===== src/rtl/crd_hold_pkg.sv =====
// Shared token types and decode helpers for the coordinate-hold primitive.
// Tokens are 17 bits: bit16 clear for data, set for control (stop/done).
package crd_pkg;

  localparam int TOKEN_W = 17;
  localparam logic [TOKEN_W-1:0] DONE_TOKEN = 17'h10100;

  typedef logic [TOKEN_W-1:0] token_t;

  typedef enum logic [1:0] {
    PROC      = 2'd0,
    POP_OSTOP = 2'd1,
    DONE      = 2'd2
  } state_t;

  function automatic logic is_done(input token_t t);
    return t == DONE_TOKEN;
  endfunction

  // Done never has [9:8]=00 or bit16=0, so the extra is_done term is a no-op
  // that keeps every token bit referenced.
  function automatic logic is_stop(input token_t t);
    return t[16] && (t[9:8] == 2'b00) && !is_done(t);
  endfunction

  function automatic logic is_data(input token_t t);
    return !t[16] && !is_done(t);
  endfunction

  function automatic logic [7:0] stop_lvl(input token_t t);
    return is_done(t) ? 8'd0 : t[7:0];
  endfunction

endpackage


===== src/rtl/crd_hold_if.sv =====
// Ready/valid token stream carrying one 17-bit coordinate token.
interface crd_stream_if;
  crd_pkg::token_t data;
  logic            valid;
  logic            ready;

  modport master (output data, output valid, input ready);
  modport slave  (input data, input valid, output ready);
endinterface


===== src/rtl/crd_hold_fifo.sv =====
// Two-entry register FIFO, no bypass; head is always a registered value.
module reg_fifo
  import crd_pkg::*;
(
  input  logic   clk,
  input  logic   rst_n,
  input  logic   en,
  input  logic   clr,
  input  logic   push,
  input  logic   pop,
  input  token_t din,
  output token_t dout,
  output logic   full,
  output logic   empty
);

  token_t [1:0] mem;
  logic         rd_ptr;
  logic [1:0]   count;
  logic         wr_ptr;

  assign wr_ptr = rd_ptr ^ count[0];
  assign dout   = mem[rd_ptr];
  assign full   = (count == 2'd2);
  assign empty  = (count == 2'd0);

  always_ff @(posedge clk or negedge rst_n) begin
    if (!rst_n) begin
      mem    <= '0;
      rd_ptr <= 1'b0;
      count  <= 2'd0;
    end else if (en) begin
      if (clr) begin
        mem    <= '0;
        rd_ptr <= 1'b0;
        count  <= 2'd0;
      end else begin
        if (push) mem[wr_ptr] <= din;
        if (pop)  rd_ptr <= ~rd_ptr;
        count <= count + {1'b0, push} - {1'b0, pop};
      end
    end
  end

endmodule


===== src/rtl/crd_hold.sv =====
// Coordinate hold: forwards the inner stream and repeats the current outer
// coordinate once per inner token; both outputs move in lockstep.
module crd_hold
  import crd_pkg::*;
(
  input  logic        clk,
  input  logic        rst_n,
  input  logic        clk_en,
  input  logic        flush,
  input  logic        tile_en,
  input  logic        cmrg_enable,
  input  logic [15:0] cmrg_stop_lvl,
  crd_stream_if.slave  cmrg_coord_in_0,
  crd_stream_if.slave  cmrg_coord_in_1,
  crd_stream_if.master cmrg_coord_out_0,
  crd_stream_if.master cmrg_coord_out_1
);

  logic unused_cfg;
  assign unused_cfg = ^{cmrg_enable, cmrg_stop_lvl};

  logic act, go;
  assign act = clk_en & tile_en;
  assign go  = act & ~flush;

  token_t [1:0] in_din, in_head, out_din, out_head;
  logic   [1:0] in_vld, in_rdy, in_push, in_pop, in_full, in_empty;
  logic   [1:0] out_rdy, out_full, out_empty;
  logic         out_pop, out_space, emit, pop_i, pop_o;
  token_t       emit_d0, emit_d1;

  assign in_din = {cmrg_coord_in_1.data, cmrg_coord_in_0.data};
  assign in_vld = {cmrg_coord_in_1.valid, cmrg_coord_in_0.valid};
  assign cmrg_coord_in_0.ready = in_rdy[0];
  assign cmrg_coord_in_1.ready = in_rdy[1];

  assign out_rdy = {cmrg_coord_out_1.ready, cmrg_coord_out_0.ready};
  assign cmrg_coord_out_0.data  = out_head[0];
  assign cmrg_coord_out_1.data  = out_head[1];
  assign cmrg_coord_out_0.valid = act & ~out_empty[0];
  assign cmrg_coord_out_1.valid = act & ~out_empty[1];

  // Outputs drain as a pair; either side stalling holds both.
  assign out_pop   = act & ~out_empty[0] & ~out_empty[1] & (&out_rdy);
  assign out_space = (~out_full[0] | out_pop) & (~out_full[1] | out_pop);
  assign in_pop    = {pop_o, pop_i};
  assign out_din   = {emit_d1, emit_d0};

  for (genvar i = 0; i < 2; i++) begin : g_in
    assign in_rdy[i]  = go & (~in_full[i] | in_pop[i]);
    assign in_push[i] = in_vld[i] & in_rdy[i];
    reg_fifo u_fifo (
      .clk(clk), .rst_n(rst_n), .en(clk_en), .clr(flush),
      .push(in_push[i]), .pop(in_pop[i]), .din(in_din[i]),
      .dout(in_head[i]), .full(in_full[i]), .empty(in_empty[i])
    );
  end

  for (genvar i = 0; i < 2; i++) begin : g_out
    reg_fifo u_fifo (
      .clk(clk), .rst_n(rst_n), .en(clk_en), .clr(flush),
      .push(emit), .pop(out_pop), .din(out_din[i]),
      .dout(out_head[i]), .full(out_full[i]), .empty(out_empty[i])
    );
  end

  state_t st, nxt;
  token_t ih, oh;
  logic   both_vld;
  assign ih       = in_head[0];
  assign oh       = in_head[1];
  assign both_vld = ~in_empty[0] & ~in_empty[1];

  always_ff @(posedge clk or negedge rst_n) begin
    if (!rst_n)      st <= PROC;
    else if (clk_en) st <= flush ? PROC : nxt;
  end

  always_comb begin
    nxt     = st;
    emit    = 1'b0;
    pop_i   = 1'b0;
    pop_o   = 1'b0;
    emit_d0 = ih;
    emit_d1 = oh;
    case (st)
      PROC: begin
        if (go && both_vld && out_space) begin
          if (is_data(ih)) begin
            // Inner data against a control outer head is a protocol error: stall.
            if (is_data(oh)) begin
              emit  = 1'b1;
              pop_i = 1'b1;
            end
          end else if (is_stop(ih)) begin
            if (is_data(oh) || is_stop(oh)) begin
              emit    = 1'b1;
              emit_d1 = ih;
              pop_i   = 1'b1;
              pop_o   = 1'b1;
              // Closing a non-empty outer fiber leaves S_{n-1} to discard.
              if (is_data(oh) && stop_lvl(ih) != 8'd0) nxt = POP_OSTOP;
            end
          end else if (is_done(ih) && is_done(oh)) begin
            emit  = 1'b1;
            pop_i = 1'b1;
            pop_o = 1'b1;
            nxt   = DONE;
          end
        end
      end
      POP_OSTOP: begin
        if (go && !in_empty[1]) begin
          pop_o = 1'b1;
          nxt   = PROC;
        end
      end
      DONE: begin
        if (go && !in_empty[0]) nxt = PROC;
      end
      default: nxt = PROC;
    endcase
  end

endmodule


===== src/flat_wrapper.sv =====
// flat-port wrapper written by rule: the top's interface ports become plain ports
module crd_hold_flat import crd_pkg::*;
  (clk, rst_n, clk_en, flush, tile_en, cmrg_enable, cmrg_stop_lvl, cmrg_coord_in_0_data, cmrg_coord_in_0_valid, cmrg_coord_in_0_ready, cmrg_coord_in_1_data, cmrg_coord_in_1_valid, cmrg_coord_in_1_ready, cmrg_coord_out_0_data, cmrg_coord_out_0_valid, cmrg_coord_out_0_ready, cmrg_coord_out_1_data, cmrg_coord_out_1_valid, cmrg_coord_out_1_ready);
  crd_stream_if cmrg_coord_in_0_i ();
  crd_stream_if cmrg_coord_in_1_i ();
  crd_stream_if cmrg_coord_out_0_i ();
  crd_stream_if cmrg_coord_out_1_i ();
  input  logic clk;
  input  logic rst_n;
  input  logic clk_en;
  input  logic flush;
  input  logic tile_en;
  input  logic cmrg_enable;
  input  logic [15:0] cmrg_stop_lvl;
  input wire logic [$bits(cmrg_coord_in_0_i.data)-1:0] cmrg_coord_in_0_data;
  input wire logic [$bits(cmrg_coord_in_0_i.valid)-1:0] cmrg_coord_in_0_valid;
  output wire logic [$bits(cmrg_coord_in_0_i.ready)-1:0] cmrg_coord_in_0_ready;
  input wire logic [$bits(cmrg_coord_in_1_i.data)-1:0] cmrg_coord_in_1_data;
  input wire logic [$bits(cmrg_coord_in_1_i.valid)-1:0] cmrg_coord_in_1_valid;
  output wire logic [$bits(cmrg_coord_in_1_i.ready)-1:0] cmrg_coord_in_1_ready;
  output wire logic [$bits(cmrg_coord_out_0_i.data)-1:0] cmrg_coord_out_0_data;
  output wire logic [$bits(cmrg_coord_out_0_i.valid)-1:0] cmrg_coord_out_0_valid;
  input wire logic [$bits(cmrg_coord_out_0_i.ready)-1:0] cmrg_coord_out_0_ready;
  output wire logic [$bits(cmrg_coord_out_1_i.data)-1:0] cmrg_coord_out_1_data;
  output wire logic [$bits(cmrg_coord_out_1_i.valid)-1:0] cmrg_coord_out_1_valid;
  input wire logic [$bits(cmrg_coord_out_1_i.ready)-1:0] cmrg_coord_out_1_ready;
  assign cmrg_coord_in_0_i.data = cmrg_coord_in_0_data;
  assign cmrg_coord_in_0_i.valid = cmrg_coord_in_0_valid;
  assign cmrg_coord_in_0_ready = cmrg_coord_in_0_i.ready;
  assign cmrg_coord_in_1_i.data = cmrg_coord_in_1_data;
  assign cmrg_coord_in_1_i.valid = cmrg_coord_in_1_valid;
  assign cmrg_coord_in_1_ready = cmrg_coord_in_1_i.ready;
  assign cmrg_coord_out_0_data = cmrg_coord_out_0_i.data;
  assign cmrg_coord_out_0_valid = cmrg_coord_out_0_i.valid;
  assign cmrg_coord_out_0_i.ready = cmrg_coord_out_0_ready;
  assign cmrg_coord_out_1_data = cmrg_coord_out_1_i.data;
  assign cmrg_coord_out_1_valid = cmrg_coord_out_1_i.valid;
  assign cmrg_coord_out_1_i.ready = cmrg_coord_out_1_ready;
  crd_hold u_core (.clk(clk), .rst_n(rst_n), .clk_en(clk_en), .flush(flush), .tile_en(tile_en), .cmrg_enable(cmrg_enable), .cmrg_stop_lvl(cmrg_stop_lvl), .cmrg_coord_in_0(cmrg_coord_in_0_i), .cmrg_coord_in_1(cmrg_coord_in_1_i), .cmrg_coord_out_0(cmrg_coord_out_0_i), .cmrg_coord_out_1(cmrg_coord_out_1_i));
endmodule

===== config.mk =====
export PLATFORM = sky130hd
export DESIGN_NAME = crd_hold_flat
export DESIGN_NICKNAME = d
export VERILOG_FILES = /design/src/rtl/crd_hold_pkg.sv /design/src/rtl/crd_hold_if.sv /design/src/rtl/crd_hold_fifo.sv /design/src/rtl/crd_hold.sv /design/src/flat_wrapper.sv
export SDC_FILE = /design/constraint.sdc
export NUM_CORES = 1
export LEC_CHECK = 0
export BUFFER_PORTS_ARGS = -buffer_cell sky130_fd_sc_hd__buf_4
export CAP_MARGIN = 20
export CORE_MARGIN = 8
export CORE_UTILIZATION = 45
export CTS_CLUSTER_SIZE = 28
export DETAILED_ROUTE_END_ITERATION = 10
export GPL_TIMING_DRIVEN = 0
export HOLD_SLACK_MARGIN = 0.02
export PLACE_DENSITY = 0.62
export SYNTH_ARGS = -nofsm -noshare
export SYNTH_HDL_FRONTEND = slang
export SYNTH_SLANG_ARGS = --single-unit
export TNS_END_PERCENT = 5

===== constraint.sdc =====
create_clock -name clk -period 7.4 [get_ports clk]
set_input_delay 1.48 -clock clk [delete_from_list [all_inputs] [get_ports clk]]
set_output_delay 1.48 -clock clk [all_outputs]
set_load 0.03 [all_outputs]

## Yosys cells after proc, flatten, opt, wreduce, memory -nomap -nowiden

Cells that the tools add are included.

| storage, ports and cells | value |
|---|---|
| bits in registers | 150 |
| input port bits | 60 |
| logic and storage cells | 195 |

| cells by class | value |
|---|---|
| $add $sub $neg | 8 |
| order comparisons | 12 |
| eq/ne operators | 15 |
| muxes and demuxes | 67 |
| bitwise gates (word level) | 33 |
| reduce and logical (&&, ||, !) cells | 43 |

Operator list:

| operator | number |
|---|---|
| $mux W17 | 17 |
| $mux W34 | 8 |
| $bwmux W34 | 4 |
| $demux W17 S1 | 4 |
| $eq A17 B17 Y1 const B | 2 |
| $mux W2 | 13 |
| $mux W1 | 18 |
| $logic_and A1 B1 Y1 | 16 |
| $lt A1 B2 Y1 const B | 8 |
| $logic_not A2 Y1 | 7 |
| $not A1 Y1 | 13 |
| $and A1 B1 Y1 | 12 |
| $reduce_and A2 Y1 | 6 |
| $eq A2 B2 Y1 const B | 5 |
| $reduce_bool A2 Y1 | 5 |
| $ne A3 B2 Y1 const B | 3 |
| $add A2 B1 Y2 | 4 |
| $mux W8 | 1 |
| $ne A4 B4 Y1 const B | 2 |
| $reduce_and A8 Y1 | 1 |
| $reduce_bool A8 Y1 | 1 |
| $sub A2 B1 Y2 | 4 |
| $logic_not A1 Y1 | 6 |
| $pmux W2 S3 | 1 |
| other kinds (8) | 17 |

## Depth between registers and ports, before layout

Gate-level depths: netlist (run 1).

| depth | value |
|---|---|
| depth in word-level cells | 17 |
| mapped depth | 15 |
| mapped depth without buffers | 13 |

## Hierarchy

From an unflattened synthesis (run 1), not the netlist that was laid out.

| unflattened totals | value |
|---|---|
| cell total of the unflattened synthesis | 1145 |
| area, all modules | 10059.6 µm² |

By module, submodules not included:

| module | times used | cells an instance | area each (µm²) |
|---|---|---|---|
| reg_fifo at u_core.g_in[0].u_fifo ... | 3 | 267 | 2363.5 |
| reg_fifo at u_core.g_out[1].u_fifo | 1 | 267 | 2359.8 |
| crd_hold | 1 | 77 | 609.3 |

## Worst setup path after synthesis (run 1)

Ideal clock, no wire load.

| timing | value |
|---|---|
| path type | in2out |
| start point | input clk_en |
| end point | output cmrg_coord_in_1_ready |
| arrival time | 3.511 ns |
| path slack | 2.409 ns |
| stages | 8 |
| buffers on the path | 2 |
| path through | buf_4 > nand3b_1 > nor4b_1 > o21ai_0 > or4_4 > buf_2 > nand3_1 > o21a_1 |

| on the way | value |
|---|---|
| word-level cells in the longest chain between the ends | 11 |

Ends and longest elaborated chain:

| item | line | source |
|---|---|---|
| from (decl) | flat_wrapper.sv:10 | `input logic clk_en;` |
| $and A1 B1 Y1 * | crd_hold.sv:23 | `assign act = clk_en & tile_en;` |
| $and A1 B1 Y1 (3 in series) | crd_hold.sv:44 | `assign out_pop = act & ~out_empty[0] & ~out_empty[1] & (&out_rdy);` |
| $or A1 B1 Y1 | crd_hold.sv:45 | `assign out_space = (~out_full[0] \| out_pop) & (~out_full[1] \| out_pop);` |
| $and A1 B1 Y1 | crd_hold.sv:45 |  |
| $logic_and A1 B1 Y1 | crd_hold.sv:88 | `if (go && both_vld && out_space) begin` |
| $mux W1 | crd_hold.sv:88 |  |
| $pmux W1 S2 | crd_hold.sv:86 | `case (st)` |
| $or A1 B1 Y1 | crd_hold.sv:50 | `assign in_rdy[i] = go & (~in_full[i] \| in_pop[i]);` |
| $and A1 B1 Y1 * | crd_hold.sv:50 |  |
| to (decl) | flat_wrapper.sv:20 | `output wire logic [$bits(cmrg_coord_in_1_i.ready)-1:0] cmrg_coord_in_1_ready;` |

Mark *: on every way between the ends. The rest lies on a longest branch, timed or not.

## Worst setup path in the final report (run 1)

| timing | value |
|---|---|
| start point | input flush |
| end point | output cmrg_coord_in_1_ready |

| on the way | value |
|---|---|
| word-level cells in the longest chain between the ends | 8 |

Ends and longest elaborated chain:

| item | line | source |
|---|---|---|
| from (decl) | flat_wrapper.sv:11 | `input logic flush;` |
| $not A1 Y1 * | crd_hold.sv:24 | `assign go = act & ~flush;` |
| $and A1 B1 Y1 * | crd_hold.sv:24 |  |
| $logic_and A1 B1 Y1 (2 in series) | crd_hold.sv:88 |  |
| $mux W1 | crd_hold.sv:88 |  |
| $pmux W1 S2 | crd_hold.sv:86 |  |
| $or A1 B1 Y1 | crd_hold.sv:50 |  |
| $and A1 B1 Y1 * | crd_hold.sv:50 |  |

Marks and branches as above.

==> impl_metrics.tcl, run 1 <==
set metrics [dict create \
    totalWireLength_mm 20.24 \
    port_buffers 79 \
    grt_max_degree 82 \
    rsz0062_at_grt "false" \
    cts_root_buf "clkbuf_16" \
    cpPeakStageDelay_ns 0.62 \
    min_period_ns 5.476 \
    timing.setup.tns_ns 0 \
    tritoncts "yes" \
    peakVddDrop_uv 168.8 \
    hold_viol_final 0 \
    layout_common_cells "dfrtp_1 (150), nand2_1 (145), mux2i_1 (143), inv_1 (109), buf_4 (82)" \
    n_antenna_cell 0 \
    syn_nets 873 \
    grt_overflow 0 \
    crit_path_start_kind "input port" \
    row_count 48 \
    final_nets 972 \
    rrSetupSlack_ns 3.66 \
    setup_viol 0 \
    setup.worst_path.end "cmrg_coord_in_1_ready" \
    synth_edf_count 0 \
    power.total_mw 1.963 \
    critPathArrivalTime_ns 4.00 \
    cp_slowest_cell "or4_4" \
    fp.coreArea_mm2 0.01718 \
    hold_class "reg -> reg" \
    io_pins 98 \
    finalCritPeriodShare_pct 74.00 \
    grt_pass1_wl_mm 33.44 \
    synth_top_flop_cell "dfrtp_1" \
    crit_path_cell_trace "buf_4 > nand3b_1 > nor4b_1 > o21ai_0 > or4_4 > buf_2 > nand3_1 > o21a_1 > buf_4" \
    crit_path_start "flush" \
    cts_resized 0 \
    firstDrtPassIters 5 \
    dpl.hpwl_mm 14.89 \
    die_w_um 147.9 \
    relSlewSlack_pct 39.54 \
    crit_type "in -> out" \
    power_leakage_nw 4.415 \
    clock_skew_ns 0.006958 \
    synth_cell_type_count 51 \
    finalMaxSlewViolations 0 \
    numClockSinks 150 \
    drc 0 \
    synth.ff_latch_count 150 \
    critical_path.max_fanout 10 \
    rr_startpoint "u_core.g_in[1].u_fifo.rd_ptr$_DFFE_PN0P_" \
    final_common_cell "dfrtp_1" \
    clock_latency_ns 0.43 \
    maxCapViolCount 0 \
    antenna_left 0 \
    drive_gt1_share_pct 15.50 \
    htreeDepth 4 \
    cts_hold_buf 0 \
    fp.dieH_um 147.9 \
    endpoint_kind "output pin" \
    cts_buffers 17 \
    power_density_mw_per_mm2 211.9 \
    max_slew.worst_pin.slew_ns 0.9069 \
    syn_area_mm2 0.007825 \
    synth_area_per_cell_um2 9.708 \
    drtIter0Drc 314 \
    cp_common_cell "buf_4" \
    gp_congestion 0.8204 \
    worst_hold_slack_ns 0.5041 \
    wire_per_inst_um 17.74 \
    ff2ff_path_depth 14 \
    ys_async_sr_fraction_pct 100.0 \
    ys_seq_area_share_pct 47.97 \
    fmax_mhz 182.6 \
    vias 5876 \
    syn_inst 806 \
    outcome "completed" \
    clk_path_buf_depth 2 \
    setup_ws_ns 1.924 \
    grt_pass1_vias 6044 \
    die_area_mm2 0.02186 \
    track_usage_pct 19.55 \
    initial_utilization_pct 45.56 \
    dp_slack_ns 2.002 \
    antenna_found_initial 0 \
    vias_per_cell 5.150 \
    syn_to_final_growth_pct 18.40 \
    clk_pin_slew_worst_paths_ns 0.06 \
    r2r-end "u_core.g_in[1].u_fifo.count[1]$_DFFE_PN0P_" \
    required_ns 5.92 \
    ys_warn_count 0 \
    final_core_util_pct 53.94 \
    post-cts-setup-buffers 0 \
]
layout make-up:
cell class	count	area [µm²]
Timing Repair Buffer	80	624.3
Fill cell	1634	7911
Sequential cell	150	3754
Clock inverter	9	53.80
Clock buffer	21	480.5
Tap cell	225	281.5
Buffer	45	211.5
Multi-Input combinational cell	502	3451
Inverter	109	409.1
power breakdown:
group	internal (mW)	switching, mW	total [mW]
combinational	0.102	0.189	0.291
sequential	0.857	0.0256	0.882
clock	0.456	0.334	0.790
total	1.42	0.548	1.96
layer usage:
metal / part of all wire (%) / GRT usage, % / wire, µm
met2: 45 / 29.66 / 9171
met4: 2.1 / 7.496 / 429
met1: 49 / 27.37 / 9998
met5: 0 / 0 / 0
met3: 3.2 / 3.363 / 644
registers in the layout, indices dropped and copies added, names as in the netlist:
| register | cells |
|---|---|
| u_core.g_in.u_fifo.mem | 68 |
| u_core.g_out.u_fifo.mem | 68 |
| u_core.g_in.u_fifo.count | 4 |
| u_core.g_out.u_fifo.count | 4 |
| u_core.g_in.u_fifo.rd_ptr | 2 |
| u_core.g_out.u_fifo.rd_ptr | 2 |
| u_core.st | 2 |
logic make-up after synthesis:
kind of cell / after synthesis / share of synthesized area [%]
and+or+nand+nor: 215 / 12.49
xor gates and xnor gates: 10 / 1.119
DFF: 150 / 47.97
AOI/OAI and AO/OA: 116 / 9.498
adders and majority gates: 7 / 1.119
muxes: 154 / 19.88
buffers and inverters: 154 / 7.931
cells in the mapped netlist, types with 2 or more instances:
library cell / n / area share, %
nor4b_1: 5 / 0.56
o22ai_1: 38 / 3.0
xnor2_1: 6 / 0.67
nand2_1: 145 / 7.0
mux2i_1: 143 / 18
inv_1: 109 / 5.2
nor3b_1: 3 / 0.29
nor4_1: 6 / 0.48
a22oi_2: 2 / 0.32
o211ai_1: 2 / 0.19
nor3_1: 5 / 0.32
nand3_1: 8 / 0.51
buf_1: 3 / 0.14
nand3b_1: 3 / 0.29
a21oi_4: 2 / 0.42
mux2_2: 11 / 1.6
buf_2: 7 / 0.45
a21oi_1: 5 / 0.32
nor2b_1: 5 / 0.40
dfrtp_1: 150 / 48
o31ai_1: 2 / 0.19
buf_4: 4 / 0.38
o21ai_0: 48 / 3.1
nand2b_1: 3 / 0.24
a21boi_0: 2 / 0.19
clkbuf_1: 29 / 1.4
nor2_1: 15 / 0.72
and2_1: 4 / 0.32
and3_1: 5 / 0.40
or4_1: 2 / 0.19
xor2_1: 4 / 0.45
ha_1: 7 / 1.1
a31oi_1: 2 / 0.16
o21a_1: 4 / 0.38
worst min-delay path by stage:
stage                                                          start                                         end  slack [ns]  cells past startpoint
final                     u_core.g_out[1].u_fifo.mem[26]$_DFFE_PN0P_  u_core.g_out[1].u_fifo.mem[26]$_DFFE_PN0P_        0.50                      1
after global routing      u_core.g_out[1].u_fifo.mem[16]$_DFFE_PN0P_  u_core.g_out[1].u_fifo.mem[16]$_DFFE_PN0P_        0.53                      1
after CTS                 u_core.g_out[1].u_fifo.mem[33]$_DFFE_PN0P_  u_core.g_out[1].u_fifo.mem[33]$_DFFE_PN0P_        0.51                      1
after detailed placement   u_core.g_out[1].u_fifo.mem[9]$_DFFE_PN0P_   u_core.g_out[1].u_fifo.mem[9]$_DFFE_PN0P_        0.49                      1
after global placement    u_core.g_out[1].u_fifo.mem[33]$_DFFE_PN0P_  u_core.g_out[1].u_fifo.mem[33]$_DFFE_PN0P_        0.49                      1
after floorplan           u_core.g_out[1].u_fifo.mem[25]$_DFFE_PN0P_  u_core.g_out[1].u_fifo.mem[25]$_DFFE_PN0P_        0.47                      1
metrics by stage:
step           cells  cell area (µm²)
2_1_floorplan    806             7825
3_3_place_gp    1110             8700
3_5_place_dp    1111             8731
4_1_cts         1141             9265
5_1_grt         1141             9265
6_report        1141             9265
critical path, delay by kind of cell:
family | cells | cell delay, ns
AO/OA/AOI/OAI | 2 | 0.48
buffers and inverters | 3 | 0.52
AND/OR/NAND/NOR | 4 | 1.50
No activity file was read; power rests on OpenSTA's default activity.
==> inputs of run 2 (changes only) <==
--- a/config.mk
+++ b/config.mk
@@ -13,7 +13,7 @@
 export DETAILED_ROUTE_END_ITERATION = 10
 export GPL_TIMING_DRIVEN = 0
 export HOLD_SLACK_MARGIN = 0.02
-export PLACE_DENSITY = 0.62
+export PLACE_DENSITY = 0.65
 export SYNTH_ARGS = -nofsm -noshare
 export SYNTH_HDL_FRONTEND = slang
 export SYNTH_SLANG_ARGS = --single-unit
==> constraint.sdc (replaced) <==
create_clock -name clk -period 4.6 [get_ports clk]
set_input_delay 0.92 -clock clk [delete_from_list [all_inputs] [get_ports clk]]
set_output_delay 0.92 -clock clk [all_outputs]
set_load 0.03 [all_outputs]
==> run 2 against run 1 <==
First-iteration DRC count is 24% higher. Via count is 2.4% higher. Sequential cell count stayed put. Sequential share of layout area is 0.48 points lower. Core utilization is 0.65 points higher. Non-clock buffer count is 1 higher. Die area stayed put. Clock power is 86% higher. Worst setup slack worse by 1.8 ns. Wire length is 1.5% higher. Critical endpoint unchanged. Largest power group is now clock.
==> impl_metrics.tcl, run 2 (synthesized netlist as in run 1, its figures left out) <==
set metrics [dict create \
    outcome "completed" \
    clk_path_buf_depth 2 \
    dpl.hpwl_mm 15.02 \
    syn_to_final_growth_pct 19.83 \
    rrSetupSlack_ns 0.73 \
    fp.dieH_um 147.9 \
    row_count 48 \
    cts_buffers 17 \
    fmax_mhz 224.9 \
    cts_hold_buf 0 \
    timing.setup.tns_ns 0 \
    n_antenna_cell 0 \
    max_slew.worst_pin.slew_ns 0.8834 \
    hold_class "in -> async" \
    clock_latency_ns 0.44 \
    track_usage_pct 19.59 \
    gr-usage-met3_pct 4.463 \
    tritoncts "yes" \
    use_met2_pct 29.93 \
    vias_per_cell 5.258 \
    nFillCells 1617 \
    required_ns 3.68 \
    busiest_layer "met2" \
    top_regs "u_core.g_in.u_fifo.mem: 68 flops, u_core.g_out.u_fifo.mem: 68 flops" \
    grt_overflow 0 \
    setup_ws_ns 0.1527 \
    antenna_found_initial 0 \
    port_buffers 79 \
    grt_pass1_wl_mm 33.58 \
    hold_viol_final 0 \
    htreeDepth 4 \
    rsz0062_at_grt "false" \
    cts_root_buf "clkbuf_16" \
    grt_pass1_vias 6205 \
    power_leakage_nw 4.468 \
    finalMaxSlewViolations 0 \
    cts_resized 0 \
    die_area_mm2 0.02186 \
    crit_path_start_kind "flip-flop" \
    final_common_cell "dfrtp_1" \
    layout_common_cells "dfrtp_1 (150), nand2_1 (145), mux2i_1 (143), inv_1 (109), buf_4 (82)" \
    crit_type "reg -> out" \
    drive_gt1_share_pct 15.78 \
    vias 6015 \
    drc 0 \
    io_pins 98 \
    clk_pin_slew_worst_paths_ns 0.06 \
    gp_congestion 0.8254 \
    crit_path_start "u_core.g_in[0].u_fifo.rd_ptr$_DFFE_PN0P_" \
    relSlewSlack_pct 41.11 \
    power_density_mw_per_mm2 359.3 \
    grt_max_degree 55 \
    post-cts-setup-buffers 0 \
    critical_path.max_fanout 10 \
    antenna_left 0 \
    initial_utilization_pct 45.56 \
    endpoint_kind "output pin" \
    ff2ff_path_depth 14 \
    numClockSinks 150 \
    rr_startpoint "u_core.g_in[0].u_fifo.rd_ptr$_DFFE_PN0P_" \
    critPathArrivalTime_ns 3.53 \
    use_met1_pct 26.61 \
    clock_skew_ns 0.009015 \
    fp.coreArea_mm2 0.01718 \
    totalWireLength_mm 20.55 \
    firstDrtPassIters 5 \
    dp_slack_ns 0.2826 \
    drtIter0Drc 389 \
    final_core_util_pct 54.59 \
    min_period_ns 4.447 \
    r2r-end "u_core.g_in[1].u_fifo.count[1]$_DFFE_PN0P_" \
    wire_per_inst_um 17.96 \
    peakVddDrop_uv 260.1 \
    finalCritPeriodShare_pct 96.68 \
    die_w_um 147.9 \
    maxCapViolCount 0 \
    final_nets 973 \
    setup_viol 0 \
]
-- run 2: through the flow --
step | instances | power, mW | hold WS, ns | cell area, µm²
floorplan | 806 | 1.718 | 0.4750 | 7825
global placement | 1110 | 1.908 | 0.4873 | 8700
detailed placement | 1112 | 1.918 | 0.4943 | 8758
CTS | 1144 | 3.388 | 0.4402 | 9376
global route | 1144 | 3.496 | 0.4593 | 9376
finish | 1144 | 3.369 | 0.4257 | 9376
-- run 2: power breakdown --
part	switching [mW]	total, mW	internal, mW
clock	0.607	1.47	0.868
sequential	0.0408	1.42	1.38
combinational	0.309	0.476	0.167
-- run 2: how the worst max path moves through the flow --
| stage | end | cells after the start |
|---|---|---|
| final | cmrg_coord_in_1_ready | 9 |
| after global routing | cmrg_coord_in_1_ready | 9 |
| after CTS | cmrg_coord_in_1_ready | 9 |
| after detailed placement | cmrg_coord_in_1_ready | 9 |
| after global placement | cmrg_coord_in_1_ready | 9 |
| after floorplan | cmrg_coord_in_1_ready | 8 |
-- run 2: cell type report --
class,count,area [µm²],share of cell area [%]
inverter,109,409.1,4.363
timing repair buffer,81,651.9,6.952
clock buffer,17,425.4,4.537
multi-input combinational,502,3451,36.80
clock inverter,15,192.7,2.055
buffer,45,211.5,2.255
tap,225,281.5,3.002
sequential,150,3754,40.03
-- run 2: worst max-delay path, stage by stage, from the launching register on --
cell	delay, ns
dfrtp_1	0.35
buf_6	0.15
mux2i_1	0.71
nand2_1	0.16
a2111o_1	0.49
or4_4	0.56
buf_2	0.23
nand3_1	0.12
o21a_1	0.16
buf_4	0.17
-- run 2: per-layer routing --
layer	part of all wire, %	wire length (µm)	vias up
met5	0	0	-
met4	2.6	535	0
met3	4.7	962	33
met2	45	9296	150
met1	47	9751	2928
li1	-	-	2904
==> inputs of run 3 (changes only) <==
--- a/config.mk
+++ b/config.mk
@@ -14,6 +14,7 @@
 export GPL_TIMING_DRIVEN = 0
 export HOLD_SLACK_MARGIN = 0.02
 export PLACE_DENSITY = 0.65
+export REMOVE_ABC_BUFFERS = 1
 export SYNTH_ARGS = -nofsm -noshare
 export SYNTH_HDL_FRONTEND = slang
 export SYNTH_SLANG_ARGS = --single-unit
==> run 3 against run 2 <==
Cell area shrank 0.65%. Clock power shrank 12%. Wire length shrank 7.4%. Via count shrank 4.7%. Worst setup slack gained 0.092 ns. Largest cell class unchanged. Die area is the same.
==> impl_metrics.tcl, run 3 (synthesized netlist as in run 1, its figures left out) <==
set metrics [dict create \
    outcome "completed" \
    nFillCells 1602 \
    min_period_ns 4.356 \
    row_count 48 \
    clock_skew_ns 0.009300 \
    grt_max_degree 94 \
    timing.setup.tns_ns 0 \
    power_density_mw_per_mm2 341.5 \
    ff2ff_path_depth 7 \
    grt_overflow 0 \
    die_w_um 147.9 \
    clock_latency_ns 0.42 \
    drc 0 \
    firstDrtPassIters 4 \
    vias 5735 \
    grt_pass1_vias 5822 \
    drtIter0Drc 402 \
    final_nets 941 \
    crit_path_start_kind "flip-flop" \
    cts_hold_buf 0 \
    cts_buffers 17 \
    fmax_mhz 229.6 \
    clk_path_buf_depth 2 \
    initial_utilization_pct 45.56 \
    r2r-end "u_core.g_out[0].u_fifo.mem[6]$_DFFE_PN0P_" \
    n_antenna_cell 0 \
    setup_viol 0 \
    fp.coreArea_mm2 0.01718 \
    critical_path.max_fanout 19 \
    dp_slack_ns 0.3508 \
    drive_gt1_share_pct 16.18 \
    rr_startpoint "u_core.g_in[0].u_fifo.rd_ptr$_DFFE_PN0P_" \
    port_buffers 80 \
    vias_per_cell 5.171 \
    gp_congestion 0.7808 \
    final_core_util_pct 54.23 \
    dpl.hpwl_mm 13.30 \
    rrSetupSlack_ns 0.82 \
    peakVddDrop_uv 288.3 \
    dp_cells 1078 \
    max_slew.worst_pin.slew_ns 1.065 \
    setup.worst_path.end "cmrg_coord_in_1_ready" \
    layout_common_cells "dfrtp_1 (150), nand2_1 (144), mux2i_1 (141), inv_1 (109), buf_4 (82)" \
    hold_class "in -> async" \
    track_usage_pct 17.72 \
    endpoint_kind "output pin" \
    die_area_mm2 0.02186 \
    hold_viol_final 0 \
    grt_pass1_wl_mm 30.77 \
    numClockSinks 150 \
    finalMaxSlewViolations 0 \
    crit_path_start "u_core.g_in[0].u_fifo.rd_ptr$_DFFE_PN0P_" \
    worst_hold_slack_ns 0.4549 \
    final_common_cell "dfrtp_1" \
    critPathArrivalTime_ns 3.44 \
    fp.dieH_um 147.9 \
    maxCapViolCount 0 \
    antenna_found_initial 0 \
    finalCritPeriodShare_pct 94.69 \
    antenna_left 0 \
    required_ns 3.68 \
    top_regs "u_core.g_in.u_fifo.mem: 68 flops, u_core.g_out.u_fifo.mem: 68 flops" \
    io_pins 98 \
    syn_to_final_growth_pct 19.04 \
    totalWireLength_mm 19.03 \
    power_leakage_nw 4.421 \
    htreeDepth 4 \
    tritoncts "yes" \
    clk_pin_slew_worst_paths_ns 0.06 \
    cts_root_buf "clkbuf_16" \
    relSlewSlack_pct 28.97 \
    setup_ws_ns 0.2443 \
    layout.cells.non_filler 1109 \
    wire_per_inst_um 17.16 \
    rsz0062_at_grt "false" \
    crit_type "reg -> out" \
]
run 3: cell types whose count changed in the layout (fill, tap and decap cells not counted), moves of 3 or more:
cell,before,now
clkbuf_1,29,5
buf_2,7,0
clkinv_4,4,0
inv_6,4,0
buf_1,3,0
buf_16,2,5
clkbuf_8,0,3
run 3: metrics by stage:
step           cell area [µm²]  total power, mW
2_1_floorplan             7614            1.700
3_3_place_gp              8496            1.878
3_5_place_dp              8720            1.897
4_1_cts                   9253            3.188
5_1_grt                   9315            3.302
6_report                  9315            3.181
run 3: layout make-up:
| type | count | area, µm² | share of cell area [%] |
|---|---|---|---|
| Sequential cell | 150 | 3754 | 40.30 |
| Multi-Input combinational cell | 502 | 3486 | 37.42 |
| Timing Repair Buffer | 94 | 852.1 | 9.147 |
| Clock buffer | 25 | 485.5 | 5.212 |
| Inverter | 109 | 409.1 | 4.392 |
| Tap cell | 225 | 281.5 | 3.022 |
| Clock inverter | 4 | 47.55 | 0.5104 |
run 3: worst min-delay path by stage:
stage	end	slack, ns	cells after the start	startpoint
floorplan	u_core.g_out[1].u_fifo.mem[25]$_DFFE_PN0P_	0.47	1	u_core.g_out[1].u_fifo.mem[25]$_DFFE_PN0P_
finish	u_core.g_in[0].u_fifo.mem[23]$_DFFE_PN0P_	0.45	1	rst_n
global placement	u_core.g_out[1].u_fifo.mem[9]$_DFFE_PN0P_	0.49	1	u_core.g_out[1].u_fifo.mem[9]$_DFFE_PN0P_
global route	u_core.g_out[0].u_fifo.mem[23]$_DFFE_PN0P_	0.49	1	rst_n
detailed placement	u_core.g_out[1].u_fifo.mem[16]$_DFFE_PN0P_	0.49	1	u_core.g_out[1].u_fifo.mem[16]$_DFFE_PN0P_
CTS	u_core.g_out[0].u_fifo.mem[23]$_DFFE_PN0P_	0.48	1	rst_n
run 3: power breakdown:
part,switching (mW),leakage [nW],internal [mW]
clock,0.512,0.259,0.776
combinational,0.286,2.08,0.179
sequential,0.0500,2.08,1.38
run 3: worst max-delay path, cell delays in order, from the launching register on:
cell and delay (ns):
dfrtp_1 0.61, buf_16 0.23, mux2i_2 0.42, nand2_1 0.13, a2111o_1 0.47, or4_4 0.67
nand3_1 0.15, o21a_1 0.16, buf_4 0.17
run 3: what timing repair did:
item	in CTS	in global routing
resized for setup	0	2
hold endpoints to repair	0	0
endpoints found under the setup margin	0	1
setup buffers	0	0
run 3: layer usage:
| metal | up-vias | part of all wire (%) | global-route usage (%) |
|---|---|---|---|
| met5 | - | 0 | 0 |
| met1 | 2775 | 47 | 23.08 |
| met2 | 107 | 47 | 28.44 |
| li1 | 2835 | - | - |
| met4 | 0 | 1.5 | 6.017 |
| met3 | 18 | 4.2 | 4.158 |
